--- config.mk ---
export PLATFORM = sky130hd
export DESIGN_NAME = comparator
export DESIGN_NICKNAME = d
export VERILOG_FILES = /design/src/rtl/comparator.sv
export SDC_FILE = /design/constraint.sdc
export NUM_CORES = 1
export LEC_CHECK = 0
export CORE_AREA = 2 2 39 41
export CTS_BUF_LIST = sky130_fd_sc_hd__clkbuf_8 sky130_fd_sc_hd__clkbuf_16
export CTS_CLUSTER_DIAMETER = 80
export DETAILED_ROUTE_END_ITERATION = 8
export DIE_AREA = 0 0 41 43
export SLEW_MARGIN = 10
export SYNTH_ARGS = -nofsm -noshare
export SYNTH_HDL_FRONTEND = slang
export SYNTH_SLANG_ARGS = --single-unit
--- constraint.sdc ---
create_clock -name clk -period 0.8 [get_ports clk]
set_input_delay 0.16 -clock clk [delete_from_list [all_inputs] [get_ports clk]]
set_output_delay 0.16 -clock clk [all_outputs]
set_load 0.05 [all_outputs]
--- src/rtl/comparator.sv ---
// Registered magnitude comparator with 74x85-style cascade inputs.
// Supports unsigned and two's-complement operands. One cycle of latency,
// one result per cycle, no backpressure.
module comparator #(
    parameter int unsigned WIDTH = 1
) (
    input  logic             clk,
    input  logic             rst_n,
    input  logic [WIDTH-1:0] A,
    input  logic [WIDTH-1:0] B,
    input  logic             signed_mode,
    input  logic             in_valid,
    input  logic             cas_gt,
    input  logic             cas_lt,
    input  logic             cas_eq,
    output logic             A_gt_B,
    output logic             A_lt_B,
    output logic             A_eq_B,
    output logic [WIDTH-1:0] max_out,
    output logic [WIDTH-1:0] min_out,
    output logic             out_valid
);

    localparam int unsigned MSB = WIDTH - 1;

    logic             loc_gt;
    logic             loc_lt;
    logic             res_gt;
    logic             res_lt;
    logic             res_eq;
    logic [WIDTH-1:0] res_max;
    logic [WIDTH-1:0] res_min;
    logic             cas_eq_unused;

    // cas_eq is implied when neither cas_gt nor cas_lt is set, so its value never matters
    assign cas_eq_unused = cas_eq;

    // Local compare; in signed mode differing sign bits decide, otherwise the
    // whole-word unsigned compare matches the remaining-bits compare
    always_comb begin
        loc_gt = 1'b0;
        loc_lt = 1'b0;
        if (signed_mode && (A[MSB] != B[MSB])) begin
            loc_gt = ~A[MSB];
            loc_lt = A[MSB];
        end else begin
            loc_gt = (A > B);
            loc_lt = (A < B);
        end
    end

    // Resolve against the cascade inputs (gt > lt > eq priority) and pick max/min
    always_comb begin
        res_gt  = 1'b0;
        res_lt  = 1'b0;
        res_eq  = 1'b0;
        res_max = A;
        res_min = A;
        if (loc_gt) begin
            res_gt  = 1'b1;
            res_max = A;
            res_min = B;
        end else if (loc_lt) begin
            res_lt  = 1'b1;
            res_max = B;
            res_min = A;
        end else if (cas_gt) begin
            res_gt = 1'b1;
        end else if (cas_lt) begin
            res_lt = 1'b1;
        end else begin
            res_eq = 1'b1;
        end
    end

    // Output registers: results update only on accepted inputs, valid pulses one cycle
    always_ff @(posedge clk or negedge rst_n) begin
        if (!rst_n) begin
            A_gt_B    <= 1'b0;
            A_lt_B    <= 1'b0;
            A_eq_B    <= 1'b0;
            max_out   <= '0;
            min_out   <= '0;
            out_valid <= 1'b0;
        end else begin
            out_valid <= in_valid;
            if (in_valid) begin
                A_gt_B  <= res_gt;
                A_lt_B  <= res_lt;
                A_eq_B  <= res_eq;
                max_out <= res_max;
                min_out <= res_min;
            end
        end
    end

endmodule

==> flow_summary_export.csv <==
group,metric,value,unit
clock_network,cts_tree,"done",
synthesis,netlist_area,365.4,um^2
grt,antenna_found_initial,0,
clock_network,clock_sinks,6,
sta,max_slew.worst_pin.slew,0.2547,ns
outcome,status,"finished, violations left",
synthesis,ys_warn_count,0,
floorplan,dieArea,1763,um^2
route,vias,396,
sta,max-slew-margin-rel,82.97,%
power,power.density,1700,nW/um^2
floorplan,num_io_pins,15,
synthesis,syn-instance-count,36,
clock_network,path_clk_slew,0.04,ns
route,dr.pass1.iters,4,
finish,fin_nets,82,
worst_setup_path,path_buf_inv,3,
synthesis,yosysUniqueCellTypes,21,
finish,fill_cells,116,
synthesis,synth-seq-cells,6,
route,wirelength,909,um
floorplan,row_count,14,
worst_setup_path,start_kind,"input pin",
worst_setup_path,endpoint_kind,"flop",
placed_design,hpwl,742.2,um
synthesis,avgSynthCellArea,10.15,um^2
grt,grt_pass1_vias,392,
clock_network,clockRootBuffer,"clkbuf_8",
grt,grt-ovfl-total,0,
finish,fin_area,809.5,um^2
placed_design,place.gp.congestion,0.6959,
route,drt-initial-drc-count,5,
worst_setup_path,critPathRequiredTime,0.94,ns
worst_setup_path,cp_slowest_cell,"or4b_1",
outcome,failed_checks,"negative setup slack",
sta,fin_worst_skew,0,ns
sta,report.final.slew_viol_count,0,
synthesis,syn_nets,48,
clock_network,insertion_delay,0.22,ns
clock_network,clk_path_buf_depth,2,
placed_design,place_area,716.9,um^2
synthesis,synth_common_cells,"6 x dfrtp_1, 6 x inv_1, 3 x ha_1, 3 x nand2b_1, 2 x o22ai_1",
floorplan,initial_core_util,26.40,%
worst_setup_path,worstPathArrival,1.26,ns
route,route.detailed.drc,0,
worst_setup_path,cp_slowest_stage_delay,0.53,ns
sta,layout_min_cycle_time,1.120,ns
synthesis,synth_top_area_cell,"dfrtp_1",
worst_setup_path,criticalPathCategory,"in -> reg",
sta,finalSetupViolCount,11,
power,vdd.ir_drop.worst,0.5501,mV
floorplan,die_w,41,um
clock_network,postCtsHoldBufs,0,
worst_setup_path,path_cells,"buf_6, buf_6, inv_8, ha_4, nand2b_4, or4b_1, o221ai_1",
synthesis,yosysTopAreaCellShare,41.10,%
placed_design,portBuffers,13,
route,ant_nets,0,
clock_network,cts_htree_levels,1,
worst_hold_path,hold_path.class,"in -> async",
grt,grt_pass1_wl,1504,um
finish,area_growth,121.6,%
sta,max_freq,892.6,MHz
finish,antenna_cells,0,
synthesis,synthFlopType,"dfrtp_1",
synthesis,async_flop_share,100.0,%
sta,rsz0062_at_grt,"true",
synthesis,synth_edf_count,0,
sta,finalWorstSetupSlack,-0.3204,ns
clock_network,cts_buffers,3,
power,leakage,0.3940,nW
floorplan,design.core.area,1384,um^2
sta,fin_crit_sh,140.0,%
worst_setup_path,cp_max_fo,4,
job,maxCapViolCount,0,
worst_setup_path,path_delay_family,"simple AND/OR/NAND/NOR gates",
synthesis,synthTopCellsByArea,"dfrtp_1 41%, ha_1 10%, inv_1 6.2%, nand2b_1 5.1%, nor2b_4 3.8%",
grt,grt_max_degree,7,
synthesis,yosysSeqAreaShare,41.10,%
sta,hold_viol_final,0,
floorplan,die_h,43,um
worst_setup_path,cp_common_cell,"buf_6",
finish,drive_above_1_share,53.62,%
grt,grt_util_all_layers,13.09,%
route,wire_per_inst,10.69,um
sta,whs,0.1703,ns
route,viasPerCell,4.659,
## state kept, by name, summed over array words and instances (netlist names)
signal and flops:
A_lt_B 1, max_out 1, A_gt_B 1, out_valid 1, A_eq_B 1, min_out 1
## path summary, 6_finish.rpt
kind | start | endpoint | slack [ns] | cells after the start
worst max-delay path | B | max_out$_DFFE_PN0P_ | -0.32 | 7
worst min-delay path | rst_n | max_out$_DFFE_PN0P_ | 0.17 | 1
worst max register to register | min_out$_DFFE_PN0P_ | min_out$_DFFE_PN0P_ | -0.10 | 4
worst min register to register | A_lt_B$_DFFE_PN0P_ | A_lt_B$_DFFE_PN0P_ | 0.58 | 2
max in group asynchronous | rst_n | min_out$_DFFE_PN0P_ | 0.41 | 1
min in group clk | cas_lt | A_eq_B$_DFFE_PN0P_ | 0.26 | 3
## where the power goes
| group | switching (mW) | total (mW) | internal, mW |
|---|---|---|---|
| sequential | 0.0307 | 0.370 | 0.339 |
| combinational | 0.241 | 0.541 | 0.300 |
| clock | 0.136 | 0.466 | 0.330 |
## layout by cell type, fill, tap and decap left out, drive strengths merged
cell and instances:
a21oi 1, nor2b 1, or4 1, a41o 1, o21ai 1, dlymetal6s2s 1, nor3 1, dfrtp 6
ha 3, nand2b 3, a221oi 1, o22ai 2, and3b 1, a31oi 1, clkbuf 3, clkdlybuf4s50 2
o22a 1, buf 25, dlygate4sd2 2, nor2 1, o221ai 1, mux2 1, or4b 1, nand2 1
inv 7
## worst register-to-register path, cell delays in order (launching register included)
cell     delay (ns)
dfrtp_2        0.40
buf_4          0.13
nor2_1         0.10
a41o_1         0.11
a31oi_1        0.04
## layer usage
layer	track usage [%]	vias to the layer above	wire, um
met4	12.00	0	29
met2	20.00	17	489
met3	1.571	3	66
li1	-	195	-
met5	0	-	0
met1	14.61	181	323
## timing repair
action | in CTS | in global routing
setup endpoints to repair | 11 | 11
pin swaps | 5 | 0
setup buffers | 4 | 1
endpoints found under the hold margin | 0 | 0
gates resized for setup | 16 | 1
## cells by family (layout without fill, tap and decap cells)
logic type,Yosys count,count (layout),synth area share (%)
muxes,1,1,3.082
and+or+nand+nor,10,10,19.52
AOI/OAI and AO/OA,9,9,17.81
DFF,6,6,41.09
buffers and inverters,7,40,8.220
adders and majority gates,3,3,10.28
## stage by stage
stage | setup TNS [ns] | cells | power [mW] | utilization, % | setup slack [ns]
CTS | -2.343 | 84 | 1.388 | 57.78 | -0.3154
global route | -2.608 | 85 | 1.449 | 58.50 | -0.3572
global placement | -5.122 | 76 | 0.8749 | 51.81 | -1.016
floorplan | -1.272 | 36 | 0.6022 | - | -0.3045
finish | -2.304 | 85 | 1.376 | 58.50 | -0.3204
detailed placement | -5.228 | 76 | 0.8795 | 51.81 | -1.044
## layout make-up
cell class / count / area, um^2 / area share [%]
repair buffers: 30 / 327.8 / 40.49
multi-input cells: 23 / 227.7 / 28.13
flip-flops and latches: 6 / 151.4 / 18.70
clock buffers: 3 / 41.29 / 5.100
inverters: 6 / 37.54 / 4.637
well taps: 16 / 20.02 / 2.473
clock inverters: 1 / 3.754 / 0.4637
(Power assumes the default switching activity.)
